## config.mk

```make
export PLATFORM = sky130hd
export DESIGN_NAME = seq_detect_ctrl_flat
export DESIGN_NICKNAME = d
export VERILOG_FILES = /design/src/rtl/seq_detect_ctrl_if.sv /design/src/rtl/seq_detect_ctrl.sv /design/src/flat_wrapper.sv
export SDC_FILE = /design/constraint.sdc
export NUM_CORES = 1
export LEC_CHECK = 0
export ABC_AREA = 0
export ABC_CLOCK_PERIOD_IN_PS = 2300
export CORE_ASPECT_RATIO = 1.2
export CORE_MARGIN = 1
export CORE_UTILIZATION = 50
export DETAILED_ROUTE_END_ITERATION = 16
export GPL_TIMING_DRIVEN = 0
export MAX_ROUTING_LAYER = met4
export PLACE_DENSITY = 0.77
export SLEW_MARGIN = 30
export SYNTH_ARGS = -nofsm -noshare
export SYNTH_HDL_FRONTEND = slang
export SYNTH_SLANG_ARGS = --single-unit
```

## constraint.sdc

```tcl
create_clock -name clk -period 2.3 [get_ports clk]
set_input_delay 0.69 -clock clk [delete_from_list [all_inputs] [get_ports clk]]
set_output_delay 0.69 -clock clk [all_outputs]
set_load 0.03 [all_outputs]
```

## src/rtl/seq_detect_ctrl_if.sv

```systemverilog
// Word handshake between the parallel producer and the sequence detector
// front end. The producer drives data_i/valid_i; the controller answers
// with ready_o.
interface seq_detect_ctrl_if #(
    parameter int DATA_W = 8
) ();
    logic [DATA_W-1:0] data_i;
    logic              valid_i;
    logic              ready_o;

    modport master (output data_i, output valid_i, input ready_o);
    modport slave  (input data_i, input valid_i, output ready_o);
endinterface : seq_detect_ctrl_if

```

## src/rtl/seq_detect_ctrl.sv

```systemverilog
// Sequence detector front end: accepts parallel words over a valid/ready
// handshake, serializes them MSB-first into a PAT_W-bit history matcher,
// counts detections in a saturating counter and flags word completion.
// Optional build macro SEQ_OVERLAP_EN: when defined, history survives a
// match so overlapping occurrences are each detected; when undefined a
// match clears history and the next detection needs PAT_W fresh bits.
module seq_detect_ctrl #(
    parameter int                DATA_W      = 8,
    parameter int                PAT_W       = 4,
    parameter int                CNT_W       = 8,
    parameter logic [PAT_W-1:0]  PATTERN_RST = 4'b1011
) (
    input  logic                 clk,
    input  logic                 reset_i,
    seq_detect_ctrl_if.slave     word_if,
    input  logic [PAT_W-1:0]     cfg_pattern_i,
    input  logic                 cfg_we_i,
    input  logic                 clear_cnt_i,
    output logic                 bit_o,
    output logic                 bit_valid_o,
    output logic                 match_o,
    output logic [CNT_W-1:0]     match_cnt_o,
    output logic                 word_done_o,
    output logic                 busy_o
);

    localparam int IDX_W  = (DATA_W > 1) ? $clog2(DATA_W) : 1;
    localparam int FILL_W = $clog2(PAT_W + 1);

    localparam logic [IDX_W-1:0]  IDX_LAST  = IDX_W'(DATA_W - 1);
    localparam logic [FILL_W-1:0] FILL_FULL = FILL_W'(PAT_W);

    typedef enum logic [1:0] {
        IDLE,
        SHIFT,
        REPORT
    } state_t;

    state_t             state_q, state_d;
    logic [DATA_W-1:0]  word_q;
    logic [IDX_W-1:0]   idx_q;
    logic [PAT_W-1:0]   hist_q;
    logic [FILL_W-1:0]  fill_q;
    logic [PAT_W-1:0]   pat_q;
    logic               match_q;
    logic [CNT_W-1:0]   cnt_q;

    logic               ready;
    logic               accept;
    logic               cfg_ok;
    logic               shift_bit;
    logic [PAT_W-1:0]   hist_shift;
    logic [FILL_W-1:0]  fill_inc;
    logic               match_det;

    // Handshake, configuration gating and the candidate history update.
    always_comb begin
        ready      = (state_q == IDLE) && !reset_i;
        accept     = ready && word_if.valid_i;
        cfg_ok     = (state_q == IDLE) && cfg_we_i;
        shift_bit  = word_q[idx_q];
        hist_shift = {hist_q[PAT_W-2:0], shift_bit};
        fill_inc   = (fill_q == FILL_FULL) ? fill_q : fill_q + 1'b1;
        match_det  = (state_q == SHIFT) && (hist_shift == pat_q) &&
                     (fill_inc == FILL_FULL);
    end

    // State register.
    always_ff @(posedge clk) begin
        // NOTE: every flop is written with <= so all of them sample the
        // pre-edge values together; blocking here would create ordering races.
        if (reset_i) state_q <= IDLE;
        else         state_q <= state_d;
    end

    // Next-state logic: accept -> DATA_W shift cycles -> one report cycle.
    always_comb begin
        // NOTE: defaulting every comb output first keeps latches out when a
        // case branch forgets an assignment.
        state_d = state_q;
        unique case (state_q)
            IDLE:    if (accept) state_d = SHIFT;
            SHIFT:   if (idx_q == '0) state_d = REPORT;
            REPORT:  state_d = IDLE;
            default: state_d = IDLE;
        endcase
    end

    // Word latch and bit index.
    always_ff @(posedge clk) begin
        if (reset_i) begin
            word_q <= '0;
            idx_q  <= '0;
        end else if (accept) begin
            word_q <= word_if.data_i;
            idx_q  <= IDX_LAST;
        end else if (state_q == SHIFT && idx_q != '0) begin
            idx_q  <= idx_q - 1'b1;
        end
    end

    // Pattern register, history and fill count. A pattern write restarts
    // matching from scratch; history otherwise spans word boundaries.
    always_ff @(posedge clk) begin
        if (reset_i) begin
            pat_q  <= PATTERN_RST;
            hist_q <= '0;
            fill_q <= '0;
        end else if (cfg_ok) begin
            pat_q  <= cfg_pattern_i;
            hist_q <= '0;
            fill_q <= '0;
        end else if (state_q == SHIFT) begin
`ifdef SEQ_OVERLAP_EN
            hist_q <= hist_shift;
            fill_q <= fill_inc;
`else
            if (match_det) begin
                hist_q <= '0;
                fill_q <= '0;
            end else begin
                hist_q <= hist_shift;
                fill_q <= fill_inc;
            end
`endif
        end
    end

    // Registered match pulse and saturating counter; clear beats increment.
    always_ff @(posedge clk) begin
        if (reset_i) begin
            match_q <= 1'b0;
            cnt_q   <= '0;
        end else begin
            match_q <= match_det;
            if (clear_cnt_i)                 cnt_q <= '0;
            else if (match_q && cnt_q != '1) cnt_q <= cnt_q + 1'b1;
        end
    end

    assign word_if.ready_o = ready;
    assign bit_o           = (state_q == SHIFT) ? shift_bit : 1'b0;
    assign bit_valid_o     = (state_q == SHIFT);
    assign match_o         = match_q;
    assign match_cnt_o     = cnt_q;
    assign word_done_o     = (state_q == REPORT);
    assign busy_o          = (state_q != IDLE);

endmodule : seq_detect_ctrl

```

## src/flat_wrapper.sv

```systemverilog
// flat-port wrapper written by rule: the top's interface ports become plain ports
module seq_detect_ctrl_flat 
#(
    parameter int                DATA_W      = 8,
    parameter int                PAT_W       = 4,
    parameter int                CNT_W       = 8,
    parameter logic [PAT_W-1:0]  PATTERN_RST = 4'b1011
)
  (clk, reset_i, cfg_pattern_i, cfg_we_i, clear_cnt_i, bit_o, bit_valid_o, match_o, match_cnt_o, word_done_o, busy_o, word_if_data_i, word_if_valid_i, word_if_ready_o);
  seq_detect_ctrl_if #(.DATA_W(DATA_W)) word_if_i ();
  input  logic clk;
  input  logic reset_i;
  input  logic [PAT_W-1:0] cfg_pattern_i;
  input  logic cfg_we_i;
  input  logic clear_cnt_i;
  output logic bit_o;
  output logic bit_valid_o;
  output logic match_o;
  output logic [CNT_W-1:0] match_cnt_o;
  output logic word_done_o;
  output logic busy_o;
  input wire logic [$bits(word_if_i.data_i)-1:0] word_if_data_i;
  input wire logic [$bits(word_if_i.valid_i)-1:0] word_if_valid_i;
  output wire logic [$bits(word_if_i.ready_o)-1:0] word_if_ready_o;
  assign word_if_i.data_i = word_if_data_i;
  assign word_if_i.valid_i = word_if_valid_i;
  assign word_if_ready_o = word_if_i.ready_o;
  seq_detect_ctrl #(.DATA_W(DATA_W), .PAT_W(PAT_W), .CNT_W(CNT_W), .PATTERN_RST(PATTERN_RST)) u_core (.clk(clk), .reset_i(reset_i), .word_if(word_if_i), .cfg_pattern_i(cfg_pattern_i), .cfg_we_i(cfg_we_i), .clear_cnt_i(clear_cnt_i), .bit_o(bit_o), .bit_valid_o(bit_valid_o), .match_o(match_o), .match_cnt_o(match_cnt_o), .word_done_o(word_done_o), .busy_o(busy_o));
endmodule
```

; Yosys cells after proc, flatten, opt, wreduce, memory -nomap -nowiden
; Index checks and enable logic that the tools add are counted.
[word_totals]
register_bits = 32
inputBits = 17
out_inout_bits = 14
wordCells = 47
[classes]
add_sub_neg = 3
order_cmp = 1
n_eq_ne = 8
muxes = 11
n_reduce_logical = 16
[op_table]
columns = operator, n
row1 = $mux 3, 5
row2 = $add 8x1->8 const B, 1
row3 = $ne 8x8->1 const B, 1
row4 = $logic_and 1x1->1, 7
row5 = $eq 3x3->1 const B, 2
row6 = $eq 4x4->1, 1
row7 = $lt 3x4->1 const B, 1
row8 = $mux 2, 2
row9 = $ne 2x1->1 const B, 2
row10 = $pmux 2 s2, 1
row11 = $reduce_bool 2->1, 2
row12 = $reduce_or 2->1, 2
row13 = $add 3x1->3 const B, 1
row14 = $bmux 1 s3, 1
row15 = $logic_not 3->1, 1
row16 = $reduce_bool 3->1, 1
row17 = $sub 3x1->3 const B, 1
row18 = $eq 2x1->1 const B, 1
row19 = $eq 2x2->1 const B, 1
row20 = $logic_not 2->1, 1
row21 = $mux 1, 2
row22 = $reduce_and 2->1, 1
row23 = $logic_not 1->1, 1

; Longest topological paths before layout
; Gate-level depths: netlist of the first run.
[depth]
word_depth = 6
depth_mapped = 7
depth_no_buf = 7

; Least setup slack after synthesis of the first run
; No wires, ideal clock.
[synth_timing]
kind = reg2out
start = register u_core.idx_q[0]
end = output port bit_o
t_arrival_ns = 1.348
t_required_ns = 1.610
setup_slack_ns = 0.262
path_stages_with_launch = 4
cell_sequence = dfxtp_1 > mux4_1 > mux2i_4 > nor2_1
[synth_between]
elab_chain_len = 3
[synth_rtl]
columns = item, line
row1 = from (decl), seq_detect_ctrl.sv:41  ; logic [IDX_W-1:0] idx_q;
row2 = from (signal assigned), seq_detect_ctrl.sv:98  ; idx_q <= idx_q - 1'b1;
row3 = $bmux 1 s3, seq_detect_ctrl.sv:61  ; shift_bit = word_q[idx_q];
row4 = $mux 1 (not written as such), seq_detect_ctrl.sv:61
row5 = $mux 1, seq_detect_ctrl.sv:142  ; assign bit_o = (state_q == SHIFT) ? shift_bit : 1'b0;
row6 = to (decl), flat_wrapper.sv:16  ; output logic bit_o;
; Every way passes these cells. The select of a mux whose other input is x is not followed.

; Worst setup path in the final report of the first run
; Ends and elaborated chain as after synthesis.

==> results of run 1 <==
[where the power goes]
part           leakage [nW]  total [W]  switching, W  internal, W
sequential            0.262   0.000627     0.0000346     0.000592
combinational         0.485   0.000278      0.000142     0.000135
clock                0.0515   0.000483      0.000195     0.000288
[worst reg2reg max path, delay by kind of cell, from the launching register on]
family                     cells  cell delay [ns]
DFF                            1             0.35
AOI/OAI and AO/OA              1             0.57
xor gates and xnor gates       1             0.19
adders and majority gates      1             0.25
and+or+nand+nor                3             0.45
[through the flow]
step	hold slack, ns	worst slack (ns)	power, W	instances	setup TNS (ns)
finish	0.486	-0.0761	0.00139	235	-0.0761
global route	0.507	-0.142	0.00146	235	-0.142
CTS	0.485	-0.164	0.00138	231	-0.164
detailed placement	0.464	-0.492	0.000896	223	-1.42
global placement	0.458	-0.477	0.000880	223	-1.35
floorplan	0.445	0.262	0.000804	159	0
[per-layer routing]
layer / global-route usage [%] / vias to the layer above / part of all wire [%]
met5: - / - / 0
met4: 13.5 / 0 / 4.0
met3: 8.40 / 14 / 5.9
met2: 39.0 / 43 / 49
met1: 24.0 / 565 / 41
li1: - / 621 / -
[state kept, by name, indices dropped and copies added (netlist names)]
register            flops
u_core.match_cnt_o      8
u_core.word_q           8
u_core.pat_q            4
u_core.fill_q           3
u_core.hist_q           3
u_core.idx_q            3
u_core.state_q          2
u_core.match_o          1
[cells in the mapped netlist, types with 2 or more instances]
library cell | count | area (µm²)
a211o_1 | 3 | 26.3
a21oi_1 | 5 | 25.0
a31o_1 | 2 | 17.5
and3_1 | 3 | 18.8
clkbuf_1 | 4 | 15.0
dfxtp_1 | 32 | 641
ha_1 | 5 | 62.6
inv_1 | 6 | 22.5
mux2i_1 | 2 | 20.0
mux4_1 | 2 | 52.6
nand2_1 | 26 | 97.6
nand3b_1 | 9 | 67.6
nand4_1 | 4 | 25.0
nor2_1 | 14 | 52.6
nor2b_1 | 4 | 25.0
nor3_1 | 2 | 10.0
or2_1 | 2 | 12.5
xnor2_1 | 5 | 43.8
xor2_1 | 9 | 78.8
[logic make-up (layout without fill, tap and decap cells)]
logic type | count (synthesis) | in the layout | share of synthesized area [%]
AOI/OAI and AO/OA | 19 | 19 | 9.28
xor gates and xnor gates | 15 | 15 | 9.36
adders and majority gates | 5 | 5 | 4.22
buffers and inverters | 13 | 55 | 3.54
DFF | 32 | 32 | 43.2
muxes | 5 | 5 | 6.41
and+or+nand+nor | 70 | 70 | 24.0
[final cells by class]
type                            count  share of cell area, %
Inverter                            8                   1.73
Tap cell                           34                   2.18
Clock inverter                      1                   1.54
Multi-Input combinational cell    114                   40.5
Clock buffer                        7                   3.34
Sequential cell                    32                   33.1
Buffer                              5                  0.963
Timing Repair Buffer               34                   16.7
[how the worst max path moves through the flow]
stage                                from              end  slack, ns  depth (start not counted)
after floorplan           u_core.idx_q[0]            bit_o       0.26                          3
after global placement            reset_i  word_if_ready_o      -0.48                          3
after detailed placement          reset_i  word_if_ready_o      -0.49                          3
after CTS                 u_core.idx_q[0]            bit_o      -0.16                          4
after global routing      u_core.idx_q[0]            bit_o      -0.14                          4
final                     u_core.idx_q[0]            bit_o      -0.08                          4
[what timing repair did]
action | in CTS | in global routing
gates resized for setup | 18 | 6
setup buffers | 0 | 4
endpoints found under the setup margin | 3 | 4
pin swaps | 0 | 2
==> impl_metrics.ini, run 1 <==
[clocking]
cts_tree = done
cts_buffer_depth = 2
cts-hold-fix-buffers = 0
clk_latency_ns = 0.34
clkSlewWorstSetupHoldPaths_ns = 0.10
cts.sinks = 32
cts-root-buf = clkbuf_4
cts_buffers = 5
ctsHtreeMaxLevel = 2

[timing]
maxSlewViolCount = 0
setup_violations = 1
hold_viol = 0
final.setup.worst_slack_ns = -0.0761
worst_pin_slew_ns = 0.732
relSlewSlack_pct = 51.0
fin_crit_sh_pct = 103
fmax_mhz = 421
min_period_ns = 2.38
clock_skew_ns = 0.00581
rsz0062_at_grt = true

[yosys]
avgSynthCellArea_um2 = 9.33
yosysWarnings = 0
syn_inst = 159
synth_ff_type = dfxtp_1
ys_ff_latch = 32
synth-edff-count = 0
async_reset_ff_share_pct = 0
synth-seq-area-share_pct = 43.2
synth_area_um2 = 1480
ys_types = 39
synth_nets = 181

[floorplanning]
io_pins = 31
die_h_um = 61.7
die_area_um2 = 3190
die_w_um = 51.7
start_util_pct = 52.8
num_rows = 21
core_um2 = 2810

[critical_path]
crit_chain = mux4_2, mux2i_4, nor2_2, buf_6
cp-end-kind = output port
crit_path_start_kind = flop
timing.rr.end = u_core.match_cnt_o[5]
cp_slowest_stage_delay_ns = 0.53
crit_buf_inv = 1
worstPathArrival_ns = 1.69
r2r_start = u_core.match_cnt_o[0]
cp_top_family = multiplexers
required_ns = 1.61
critPathKind = flop to output port
crit_path_max_fanout = 3
r2r_slack_ns = 0.38
reg2reg_depth = 6
critPathSlowestCell = mux4_2

[global_routing]
grt_pass1_vias = 1163
grt_start_max_net_pins = 11
grt.total_usage_pct = 23.5
grt_pass1_wl_um = 5030
overflow = 0
antenna_found_initial = 0

[outcome]
outcome = finished, violations left
violations = negative setup slack

[cells_and_area]
final_core_util_pct = 69.3
diodes = 0
n_fill_cell = 239
layout_commonest_cell = dfxtp_1
nNetsFinal = 222
drive_gt1_share_pct = 13.4
most-common-layout-cells = dfxtp_1 (31), nand2_1 (26), clkdlybuf4s50_1 (25)
fin_area_um2 = 1950
multi_input_area_um2 = 788
seqCellArea_um2 = 644
synthToLayoutAreaGrowth_pct = 31.3

[route]
drt-wirelength-per-cell_um = 13.2
vias = 1243
first_pass_iters = 6
drtIter0Drc = 35
ant_nets = 0
viasPerCell = 5.29
route.detailed.drc = 0
finalWirelength_um = 3110

[hold_path]
hold_path_end = u_core.word_q[4]
hp-start = u_core.word_q[4]
hold_depth = 2
hold_path.class = flop to flop

[placement]
placed_area_um2 = 1830
hpwl_um = 2280
io_buffers = 30
gp_congestion = 0.720

[power]
peakVddDrop_mv = 0.485
leakage_nw = 0.799
powerDensity_nw_per_um2 = 713

[job]
drv_cap = 0
Power figures use the tool's default switching activity.
==> run 2, diff against run 1 <==
--- a/config.mk
+++ b/config.mk
@@ -7,13 +7,15 @@
 export LEC_CHECK = 0
 export ABC_AREA = 0
 export ABC_CLOCK_PERIOD_IN_PS = 2300
+export CELL_PAD_IN_SITES_DETAIL_PLACEMENT = 0
+export CELL_PAD_IN_SITES_GLOBAL_PLACEMENT = 1
 export CORE_ASPECT_RATIO = 1.2
 export CORE_MARGIN = 1
-export CORE_UTILIZATION = 50
+export CORE_UTILIZATION = 38
 export DETAILED_ROUTE_END_ITERATION = 16
 export GPL_TIMING_DRIVEN = 0
 export MAX_ROUTING_LAYER = met4
-export PLACE_DENSITY = 0.77
+export PLACE_DENSITY = 0.78
 export SLEW_MARGIN = 30
 export SYNTH_ARGS = -nofsm -noshare
 export SYNTH_HDL_FRONTEND = slang
==> run 2 against run 1 <==
- the run now ends clean
- sequential power barely moved
- final cell count rose by 6.0%
- clock power fell by 18%
- critical path depth did not move
- setup slack improved by 0.11 ns
- clock-buffer cell count fell by 1
- fmax rose by 4.8%
- utilization fell by 17 points
- via count fell by 2.9%
- power fell by 7.3%
- register-to-register slack improved by 0.02 ns
- global-route usage fell by 6.8 points
- highest routed layer unchanged
==> impl_metrics.ini, run 2 (synthesis gave the netlist of run 1 again) <==
[critical_path]
crit_start = u_core.idx_q[0]
critPathSlowestCell = mux4_2
crit_path_max_fanout = 4
cp_slowest_stage_delay_ns = 0.53
r2r_start = u_core.match_cnt_o[0]
crit_chain = mux4_2, mux2i_4, nor2_2, buf_6
cp-end-kind = output port
crit_path_start_kind = flop
crit_buf_inv = 1
required_ns = 1.61
worstPathArrival_ns = 1.58
cp_top_family = multiplexers
critPathKind = flop to output port

[placement]
io_buffers = 30
hpwl_um = 2260
gp_congestion = 0.765

[global_routing]
grt.total_usage_pct = 16.7
overflow = 0
antenna_found_initial = 0
grt_pass1_wl_um = 5000
grt_start_max_net_pins = 11
grt_pass1_vias = 1134

[clocking]
cts_tree = done
clkSlewWorstSetupHoldPaths_ns = 0.06
cts-root-buf = clkbuf_8
cts_buffer_depth = 2
ctsHtreeMaxLevel = 2
clk_latency_ns = 0.28
cts.sinks = 32
cts-hold-fix-buffers = 0
cts_buffers = 5

[route]
vias = 1207
finalWirelength_um = 3000
drt-wirelength-per-cell_um = 12.0
viasPerCell = 4.85
route.detailed.drc = 0
first_pass_iters = 4
drtIter0Drc = 80
ant_nets = 0

[floorplanning]
io_pins = 31
start_util_pct = 40.2
die_h_um = 70.5
core_um2 = 3690
num_rows = 24
die_w_um = 59.0
die_area_um2 = 4160

[timing]
worst_pin_slew_ns = 0.729
setup_violations = 0
maxSlewViolCount = 0
hold_viol = 0
relSlewSlack_pct = 51.1
clock_skew_ns = 0.00506
rsz0062_at_grt = true
hold_slack_ns = 0.476
fin_crit_sh_pct = 98.6
min_period_ns = 2.27
fmax_mhz = 441

[power]
internal_power_w = 0.000928
peakVddDrop_mv = 0.320
leakage_nw = 0.769
p_sw_share_pct = 27.9
power_frac_seq_pct = 48.7
p_total_w = 0.00129
p_switching_w = 0.000359
powerDensity_nw_per_um2 = 662
pwr-share-comb_pct = 20.7
clkPwrFrac_pct = 30.6

[job]
drv_cap = 0

[cells_and_area]
final_core_util_pct = 52.6
synthToLayoutAreaGrowth_pct = 30.9
drive_gt1_share_pct = 10.7
most-common-layout-cells = dfxtp_1 (31), nand2_1 (26), clkdlybuf4s50_1 (26)
layout_commonest_cell = dfxtp_1
nNetsFinal = 219
diodes = 0

[outcome]
outcome = finished clean

[hold_path]
hp-start = u_core.word_q[7]
hold_path.class = flop to flop
-- run 2: final timing paths --
check	end	slack [ns]	depth (start not counted)
setup / recovery	bit_o	0.03	4
hold / removal	u_core.word_q[7]	0.48	2
setup reg to reg	u_core.match_cnt_o[4]	0.40	6
hold reg to reg	u_core.word_q[7]	0.48	2
-- run 2: power by group through the flow --
stage,registers (W),clock network [W],logic (W)
after floorplan,0.000626,0,0.000178
after global placement,0.000633,0,0.000251
after detailed placement,0.000634,0,0.000259
after CTS,0.000625,0.000411,0.000257
after global routing,0.000632,0.000436,0.000290
final,0.000626,0.000394,0.000266
-- run 2: tightest hold or removal path, cell delays in order (launching register included) --
cell and delay, ns:
dfxtp_1 0.31, nand3b_1 0.08, nand2_1 0.05
-- run 2: through the flow --
step,setup WS (ns),area [µm²],setup TNS (ns),std cells
floorplan,0.262,1480,0,159
global placement,-0.458,1850,-1.46,241
detailed placement,-0.448,1850,-1.47,241
CTS,-0.0542,1910,-0.0542,248
global route,-0.0267,1940,-0.0267,249
finish,0.0322,1940,0,249
-- run 2: layout make-up --
type | instances | area, µm²
Clock buffer | 6 | 72.6
Buffer | 5 | 18.8
Multi-Input combinational cell | 114 | 795
Tap cell | 52 | 65.1
Timing Repair Buffer | 31 | 308
Sequential cell | 32 | 644
Fill cell | 371 | 1750
Inverter | 8 | 33.8
Clock inverter | 1 | 5.00
-- run 2: timing repair --
item,in CTS,in global routing
resized for setup,16,6
endpoints found under the hold margin,0,0
pin swaps,0,2
setup endpoints to repair,3,5
setup buffers,0,1
-- run 2: layer usage --
metal	wire (µm)	vias up	share of wire, %	global-route usage (%)
met5	0	-	0	-
met4	57	0	1.9	7.14
met3	172	7	5.7	5.00
met2	1440	42	48	26.5
met1	1330	543	44	19.3
li1	-	615	-	-
